`src/rtl/seven_seg_pkg.sv`:
```
// Shared definitions for the seven-segment scan controller: scan FSM states,
// BCD nibble geometry and a helper that flags non-decimal digit codes.
package seven_seg_pkg;

  localparam int unsigned     BCD_W   = 4;
  localparam logic [BCD_W-1:0] BCD_MAX = 4'd9;

  typedef enum logic [0:0] {
    ST_DEAD = 1'b0,
    ST_SHOW = 1'b1
  } scan_state_e;

  // A nibble above 9 cannot be shown as a decimal digit.
  function automatic logic bcd_invalid(input logic [BCD_W-1:0] nib);
    return (nib > BCD_MAX);
  endfunction

endpackage

```
`src/rtl/scan_tick_gen.sv`:
```
// Digit-slot prescaler: counts 0..PRESCALE-1 and flags the last cycle of
// each slot so the scan controller can advance to the next digit.
module scan_tick_gen #(
  parameter int unsigned PRESCALE = 50000,
  parameter int unsigned CW       = (PRESCALE > 1) ? $clog2(PRESCALE) : 1
) (
  input  logic          clk,
  input  logic          rst_n,
  output logic [CW-1:0] count_o,
  output logic          slot_end_o
);

  localparam logic [CW-1:0] LAST = CW'(PRESCALE - 1);

  logic [CW-1:0] count_q;
  logic [CW-1:0] count_d;

  // Next count: wrap to zero at the last cycle of the slot.
  always_comb begin
    count_d = count_q;
    if (count_q == LAST) begin
      count_d = {CW{1'b0}};
    end else begin
      count_d = count_q + CW'(1'b1);
    end
  end

  // Prescaler register.
  always_ff @(posedge clk or negedge rst_n) begin
    if (!rst_n) begin
      count_q <= {CW{1'b0}};
    end else begin
      count_q <= count_d;
    end
  end

  assign count_o    = count_q;
  assign slot_end_o = (count_q == LAST);

endmodule

```
`src/rtl/seven_seg_scan_ctrl.sv`:
```
// Multiplexed seven-segment scan controller. Each digit slot opens with a
// dead time (all anodes off) to suppress ghosting, then shows one digit.
// New display values are double-buffered and only swapped in at frame end,
// so a frame never mixes two values. Outputs are registered and computed
// from the next-state values so they line up with the internal state.
module seven_seg_scan_ctrl
  import seven_seg_pkg::*;
#(
  parameter int unsigned N_DIGITS    = 4,
  parameter int unsigned PRESCALE    = 50000,
  parameter int unsigned DEAD_CYCLES = 64
) (
  input  logic                      clk,
  input  logic                      rst_n,
  input  logic                      load_valid,
  input  logic [4*N_DIGITS-1:0]     load_data,
  output logic                      load_ready,
  input  logic                      lzb_en,
  input  logic                      blank_all,
  output logic [3:0]                bcd,
  output logic                      blank,
  output logic [N_DIGITS-1:0]       an_n,
  output logic                      frame_done,
  output logic                      bcd_err
);

  localparam int unsigned CW = (PRESCALE > 1) ? $clog2(PRESCALE) : 1;
  localparam int unsigned IW = (N_DIGITS > 1) ? $clog2(N_DIGITS) : 1;
  localparam int unsigned DW = BCD_W * N_DIGITS;

  localparam logic [CW-1:0] DEAD_END = CW'(DEAD_CYCLES - 1);
  localparam logic [CW-1:0] PRE_END  = CW'(PRESCALE - 2);
  localparam logic [IW-1:0] LAST_IDX = IW'(N_DIGITS - 1);

  logic [CW-1:0] count_s;
  logic          slot_end_s;

  scan_tick_gen #(
    .PRESCALE (PRESCALE),
    .CW       (CW)
  ) u_tick (
    .clk        (clk),
    .rst_n      (rst_n),
    .count_o    (count_s),
    .slot_end_o (slot_end_s)
  );

  scan_state_e         state_q, state_d;
  logic [IW-1:0]       idx_q, idx_d;
  logic [DW-1:0]       active_q, active_d;
  logic [DW-1:0]       pending_q, pending_d;
  logic                pending_full_q, pending_full_d;

  logic [N_DIGITS-1:0] an_n_q, an_n_d;
  logic                blank_q, blank_d;
  logic [BCD_W-1:0]    bcd_q, bcd_d;
  logic                frame_done_q, frame_done_d;
  logic                bcd_err_q, bcd_err_d;

  logic                frame_end_s;
  logic                accept_s;
  logic [BCD_W-1:0]    nib_s;
  logic                lz_sel_s;
  logic                above_zero_s;

  assign frame_end_s = slot_end_s && (idx_q == LAST_IDX);
  assign accept_s    = load_valid && !pending_full_q;

  // Scan FSM: dead time at slot start, then show until the slot ends.
  always_comb begin
    state_d = state_q;
    case (state_q)
      ST_DEAD: begin
        if (count_s == DEAD_END) begin
          state_d = ST_SHOW;
        end else begin
          state_d = ST_DEAD;
        end
      end
      ST_SHOW: begin
        if (slot_end_s) begin
          state_d = ST_DEAD;
        end else begin
          state_d = ST_SHOW;
        end
      end
      default: state_d = ST_DEAD;
    endcase
  end

  // Digit index steps once per slot and wraps after the last digit.
  always_comb begin
    idx_d = idx_q;
    if (slot_end_s) begin
      if (idx_q == LAST_IDX) begin
        idx_d = {IW{1'b0}};
      end else begin
        idx_d = idx_q + IW'(1'b1);
      end
    end else begin
      idx_d = idx_q;
    end
  end

  // Double buffer: accept into pending, promote to active only at frame end.
  always_comb begin
    pending_d      = pending_q;
    pending_full_d = pending_full_q;
    active_d       = active_q;
    if (accept_s) begin
      pending_d      = load_data;
      pending_full_d = 1'b1;
    end else begin
      pending_d      = pending_q;
    end
    if (frame_end_s && pending_full_q) begin
      active_d       = pending_q;
      pending_full_d = 1'b0;
    end else begin
      active_d       = active_q;
    end
  end

  // Select the current digit nibble and whether it and all higher digits are zero.
  always_comb begin
    nib_s        = {BCD_W{1'b0}};
    lz_sel_s     = 1'b0;
    above_zero_s = 1'b1;
    for (int i = N_DIGITS - 1; i >= 0; i--) begin
      above_zero_s = above_zero_s && (active_q[i*BCD_W +: BCD_W] == 4'd0);
      if (IW'(i) == idx_q) begin
        nib_s    = active_q[i*BCD_W +: BCD_W];
        lz_sel_s = above_zero_s;
      end else begin
        nib_s    = nib_s;
      end
    end
  end

  // Display outputs for the upcoming cycle, driven from the next scan state.
  always_comb begin
    an_n_d    = {N_DIGITS{1'b1}};
    blank_d   = 1'b1;
    bcd_d     = {BCD_W{1'b0}};
    bcd_err_d = bcd_err_q;
    if (state_d == ST_SHOW) begin
      for (int i = 0; i < N_DIGITS; i++) begin
        an_n_d[i] = (IW'(i) != idx_q);
      end
      bcd_d     = nib_s;
      blank_d   = blank_all || bcd_invalid(nib_s) ||
                  (lzb_en && (idx_q != {IW{1'b0}}) && lz_sel_s);
      bcd_err_d = bcd_err_q || bcd_invalid(nib_s);
    end else begin
      an_n_d    = {N_DIGITS{1'b1}};
      blank_d   = 1'b1;
      bcd_d     = {BCD_W{1'b0}};
      bcd_err_d = bcd_err_q;
    end
    frame_done_d = (count_s == PRE_END) && (idx_q == LAST_IDX);
  end

  // Scan state, digit index and display buffers.
  always_ff @(posedge clk or negedge rst_n) begin
    if (!rst_n) begin
      state_q        <= ST_DEAD;
      idx_q          <= {IW{1'b0}};
      active_q       <= {DW{1'b0}};
      pending_q      <= {DW{1'b0}};
      pending_full_q <= 1'b0;
    end else begin
      state_q        <= state_d;
      idx_q          <= idx_d;
      active_q       <= active_d;
      pending_q      <= pending_d;
      pending_full_q <= pending_full_d;
    end
  end

  // Registered display outputs and the sticky error flag.
  always_ff @(posedge clk or negedge rst_n) begin
    if (!rst_n) begin
      an_n_q       <= {N_DIGITS{1'b1}};
      blank_q      <= 1'b1;
      bcd_q        <= {BCD_W{1'b0}};
      frame_done_q <= 1'b0;
      bcd_err_q    <= 1'b0;
    end else begin
      an_n_q       <= an_n_d;
      blank_q      <= blank_d;
      bcd_q        <= bcd_d;
      frame_done_q <= frame_done_d;
      bcd_err_q    <= bcd_err_d;
    end
  end

  assign load_ready = !pending_full_q;
  assign an_n       = an_n_q;
  assign blank      = blank_q;
  assign bcd        = bcd_q;
  assign frame_done = frame_done_q;
  assign bcd_err    = bcd_err_q;

endmodule

```
`config.mk`:
```
export PLATFORM = sky130hd
export DESIGN_NAME = seven_seg_scan_ctrl
export DESIGN_NICKNAME = d
export VERILOG_FILES = /design/src/rtl/seven_seg_pkg.sv /design/src/rtl/scan_tick_gen.sv /design/src/rtl/seven_seg_scan_ctrl.sv
export SDC_FILE = /design/constraint.sdc
export NUM_CORES = 1
export LEC_CHECK = 0
export CAP_MARGIN = 20
export CORE_UTILIZATION = 44
export DETAILED_ROUTE_END_ITERATION = 10
export PLACE_DENSITY = 0.65
export SLEW_MARGIN = 20
export SYNTH_ARGS = -nofsm -noshare
export SYNTH_HDL_FRONTEND = slang
export SYNTH_SLANG_ARGS = --single-unit
```
`constraint.sdc`:
```
create_clock -name clk -period 5.5 [get_ports clk]
set_clock_uncertainty 0.2 [all_clocks]
set_input_delay 1.1 -clock clk [delete_from_list [all_inputs] [get_ports clk]]
set_output_delay 1.1 -clock clk [all_outputs]
set_load 0.03 [all_outputs]
```
# Yosys cells after proc, flatten, opt, wreduce, memory -nomap -nowiden
# Cells that the tools add are included.
op_classes:
  add_sub_neg: 2
  order_cmp: 1
  n_eq_ne: 10
  muxes: 18
  n_bitwise: 1
  n_reduce_logical: 20
op_table:
  columns: ["cell", "n"]
  rows:
  - ["16-bit equality test (second input constant)", 2]
  - ["4-bit 2-to-1 mux", 6]
  - ["16-bit by 1-bit adder with 16-bit output (second input constant)", 1]
  - ["16-bit by 6-bit equality test with 1-bit output (second input constant)", 1]
  - ["4-bit zero test", 4]
  - ["16-bit 2-to-1 mux", 1]
  - ["1-bit logical AND", 9]
  - ["1-bit 2-to-1 mux", 9]
  - ["2-bit equality test (first input constant)", 2]
  - ["4-bit greater-than comparator (second input constant)", 1]
  - ["2-bit inequality test (first input constant)", 2]
  - ["2-bit nonzero test", 2]
  - ["1-bit logical OR", 3]
  - ["2-bit by 1-bit adder with 2-bit output (second input constant)", 1]
  - ["1-bit by 2-bit equality test with 1-bit output (first input constant)", 1]
  - ["2-bit equality test (second input constant)", 1]
  - ["2-bit zero test", 1]
  - ["2-bit 2-to-1 mux", 1]
  - ["1-bit by 2-bit inequality test with 1-bit output (first input constant)", 1]
  - ["1-bit one-hot mux with 2 select lines", 1]
  - ["1-bit zero test", 1]
  - ["1-bit NOT", 1]
totals:
  register_bits: 63
  in_bits: 21
  output_inout_bits: 12
  elab_cells: 63

# Depth between registers and ports, before layout
logic_depth:
  depth_word: 9
  mapped_depth: 7
  ltp_nobuf: 6

# Cells and area by module
# Synthesis repeated with hierarchy kept, for this count alone.
hier_totals:
  cells_unflattened: 223
  area_unflattened_um2: 2776.4
modules_own_cells:
  columns: ["module", "instances", "cells_each", "area_each_um2", "seq_area_each_um2"]
  rows:
  - ["seven_seg_scan_ctrl", 1, 156, 2014.4, 1182.4]
  - ["scan_tick_gen", 1, 67, 762.0, 400.4]

# Worst setup path after synthesis
# No wires, ideal clock.
synth_path:
  kind: "input to register"
  startpoint: "in load_valid"
  endpoint: "reg pending_q[10]"
  setup_ns: 0.125
  arrival_time_ns: 2.180
  required_time_ns: 5.175
  setup_slack_ns: 2.996
  cell_stages: 4
  path_buffers: 2
  path_cell_list: "nor2b_1 clkbuf_1 clkbuf_1 mux2_2"
synth_via:
  elab_chain_cells: 1
synth_rtl:
  columns: ["item", "line_no", "rtl"]
  rows:
  - ["start: declaration", "seven_seg_scan_ctrl.sv:15", "input logic load_valid,"]
  - ["1-bit logical AND", "seven_seg_scan_ctrl.sv:67", "assign accept_s = load_valid && !pending_full_q;"]
  - ["end signal: assignment", "seven_seg_scan_ctrl.sv:169", "pending_q <= {DW{1'b0}};"]
  - ["end signal: assignment", "seven_seg_scan_ctrl.sv:175", "pending_q <= pending_d;"]
  - ["end: declaration", "seven_seg_scan_ctrl.sv:51", "logic [DW-1:0] pending_q, pending_d;"]
# No other way between the ends.
# A chain may end at the register's enable or synchronous reset.

# Worst setup path after layout
layout_path:
  startpoint: "reg blank_q, in the netlist blank"
  endpoint: "out blank"
layout_lines:
  columns: ["item", "line_no", "rtl"]
  rows:
  - ["start: declaration", "seven_seg_scan_ctrl.sv:55", "logic blank_q, blank_d;"]
  - ["start signal: assignment", "seven_seg_scan_ctrl.sv:190", "blank_q <= blank_d;"]
  - ["end: declaration", "seven_seg_scan_ctrl.sv:21", "output logic blank,"]
# No word-level cell between the ends.

==> metrics.md <==
| Metric | Value |
|---|---|
| Total Routing Usage GR | `0.173` |
| Post-Synth Adder-Cell Area | `0.0269` |
| Share of post-route cells with drive strength above 1 | `0.249` |
| Worst Path Required | `4.20 ns` |
| Crit Path Category | `register to output port` |
| Fin crit period | `2.83 ns` |
| Initial antenna violation count | `0` |
| Setup WS post-layout | `2.67 ns` |
| PortBufs | `32` |
| DIE AREA | `6670 sq um` |
| Hold Crit Start | `bcd_err$_DFFE_PN0P_` |
| CP peak stage delay | `0.66 ns` |
| P_leak | `1.49 nW` |
| R2r startpoint | `u_tick.count_o[11]$_DFF_PN0_` |
| CTS Hold Bufs | `0` |
| Number of flops mapped to enable cells by yosys | `0` |
| Total of max-cap violations | `0` |
| Core Box Area | `6030 sq um` |
| Clk sinks | `63` |
| Arr. time, crit path | `1.53 ns` |
| Starting Density | `0.464` |
| Setup Total Neg Slack | `0 ns` |
| Cells along the critical path | `clkdlybuf4s50_1` |
| Clk buf depth | `2` |
| P per Cell Area | `286 nW/um^2` |
| Vias in the first global route | `1726` |
| Synth Area per Inst | `12.5 sq um` |
| Routed wire per std cell | `14.4 microns` |
| Worst Path Buf+Inv | `1` |
| Status | `complete, no violations` |
| Post-synthesis simple-gate area fraction | `0.151` |
| Post-Synthesis Cells | `224` |
| Via count | `1797` |
| Final #Nets | `287` |
| GPL Wtd Cong | `0.776` |
| Layout Cells excl Fill | `340` |
| Tcrit/Tclk final | `0.515` |
| Clk slew on worst S/H paths | `0.07 ns` |
| Vias/cell | `5.29` |
| Placed Area | `3180 sq um` |
| CTS Buf Count | `9` |
| DRT Pass-1 Iters | `4` |
| # setup viols final | `0` |
| DRT iter0 DRCs | `73` |
| Die Span X | `81.7 microns` |
| Root Buffer | `clkbuf_8` |
| Main combinational cell family by area after synthesis | `simple AND/OR/NAND/NOR gates` |
| Mux cell area share after synthesis | `0.129` |
| Sequential share of the synthesized area | `0.567` |
| Yosys cell types | `47` |
| Hold Path Class | `register to register` |
| Slew HR | `0.482` |
| Slowest cell on crit path | `clkdlybuf4s50_1` |
| Post-layout util | `0.565` |
| HPWL Detailed | `3400 microns` |
| Hold path depth | `1` |
| # resized after CTS | `0` |
| Worst vdd rail ir drop | `0.168 mV` |
| # IOs | `33` |
| Remaining Overflow, GRT | `0` |
| Area grow syn2layout | `21.8%` |
| Reg2reg setup slack | `3.06 ns` |
| Largest net degree at the start of global routing | `64` |
| Placed cells | `324` |
| Yosys reg bits | `63` |
| Antenna Cells | `0` |
| Area fraction in compound gates after synthesis | `0.0627` |
| Pwr Total | `972 uW` |
| Die Ht | `81.7 microns` |
| Reg2reg path depth | `5` |
| Critical Path End Type | `output port` |
| WL final | `4900 microns` |
| XOR/XNOR Fraction of Synth Area | `0.0376` |
| Synth async-reset ratio | `1.00` |
| Worst slack at placement | `2.77 ns` |
| Postcts setup bufs | `0` |
| Hold endpoint | `bcd_err$_DFFE_PN0P_` |
| Setup crit start kind | `register` |
| Number of H-tree branching levels | `3` |
| Reg-to-reg endpoint | `bcd[2]$_DFF_PN0_` |
| Final antenna-violating net count | `0` |
| Fmax | `353 MHz` |
| Fin area | `3400 sq um` |
| RSZ-0062 raised after global routing | `false` |
| CTS tree | `done` |
| Hold Fails Final Rpt | `0` |
| Main synth FF type | `dfrtp_1` |
| Post-Syn Nets | `251` |
| Slew @ Worst Pin | `0.777 ns` |
| Rows | `28` |
| First-pass GRT wire length | `8400 microns` |
| CP top delay family | `buffers and inverters` |
| Mapped cell area | `2790 sq um` |
| Fin Hold WS | `0.288 ns` |
| Max-slew violation count | `0` |
| Ys Warns | `0` |
| Max FO, Critical Path | `1` |
| Clock Latency Late Sink | `0.34 ns` |
| Residual DRC | `0` |
[metal layers]
| metal | up-vias | track usage | wire [microns] |
|---|---|---|---|
| li1 | 876 | - | - |
| met1 | 870 | 0.246 | 2440 |
| met2 | 41 | 0.236 | 2160 |
| met3 | 10 | 0.0533 | 197 |
| met4 | 0 | 0.0895 | 100 |
| met5 | - | 0 | 0 |
[synth_stat cells (3+ instances only)]
library cell | instances | share of area
xor2_1 | 7 | 0.022
a21oi_1 | 4 | 0.0072
nand3b_1 | 3 | 0.0081
nand3_1 | 9 | 0.016
mux2_2 | 32 | 0.13
or4_1 | 3 | 0.0081
dfrtp_1 | 58 | 0.52
inv_1 | 7 | 0.0094
nand4_1 | 4 | 0.0090
ha_1 | 6 | 0.027
dfstp_2 | 5 | 0.047
nor2_1 | 12 | 0.016
a211oi_1 | 4 | 0.011
nor2b_1 | 3 | 0.0067
and2_1 | 3 | 0.0067
nor3_1 | 5 | 0.0090
xnor2_1 | 5 | 0.016
clkbuf_1 | 7 | 0.0094
nand2_1 | 13 | 0.017
[kinds of logic (layout without fill, tap and decap cells)]
family	after synthesis	in the layout
AO/OA/AOI/OAI	24	24
XOR/XNOR	12	12
adder cells (fa/ha/maj)	6	6
buffers and inverters	17	58
flip-flops	63	63
multiplexers	32	32
AND/OR/NAND/NOR	70	70
[sequential cells by signal, indices dropped and copies added, names as in the netlist]
name            count
u_tick.count_o     16
blank               1
bcd_err             1
pending_full_q      1
state_q             1
pending_q          16
active_q           16
frame_done          1
bcd                 4
idx_q               2
an_n                4
[where the power goes]
group	internal [mW]	leakage, nW	switching, mW
clock network	0.260	0.111	0.189
logic	0.0238	0.571	0.0138
registers	0.478	0.812	0.00716
[cells in the final DEF (no fill, tap or decap), types with 3 or more instances in the layout]
cell type        Yosys  final
ha_1                 6      6
nand2_1             13     13
inv_1                7      7
and2_1               3      3
dfstp_2              5      5
mux2_2              32     32
xor2_1               7      7
clkdlybuf4s50_1      0     31
nand3_1              9      9
nand3b_1             3      3
xnor2_1              5      5
a21oi_1              4      4
nor2b_1              3      3
dfrtp_1             58     58
a211oi_1             4      4
inv_6                0      3
clkbuf_8             0      9
nand4_1              4      4
nor3_1               5      5
nor2_1              12     12
or4_1                3      3
[cell type report]
| type | count | area, sq um |
|---|---|---|
| Fill cell | 519 | 2620 |
| Sequential cell | 63 | 1580 |
| Multi-Input combinational cell | 144 | 1140 |
| Timing Repair Buffer | 34 | 330 |
| Clock buffer | 9 | 124 |
| Clock inverter | 7 | 103 |
| Tap cell | 75 | 93.8 |
| Inverter | 8 | 30.0 |
[worst max-delay path by stage]
stage / depth (start not counted) / slack (ns) / end / from
2_1_floorplan: 4 / 3.00 / pending_q[10]$_DFFE_PN0P_ / load_valid
3_3_place_gp: 5 / 2.77 / blank$_DFF_PN1_ / lzb_en
3_5_place_dp: 5 / 2.77 / blank$_DFF_PN1_ / lzb_en
4_1_cts: 1 / 2.64 / blank / blank$_DFF_PN1_
5_1_grt: 1 / 2.61 / blank / blank$_DFF_PN1_
6_report: 1 / 2.67 / blank / blank$_DFF_PN1_
Note: power is estimated with default switching activity, not from simulation.
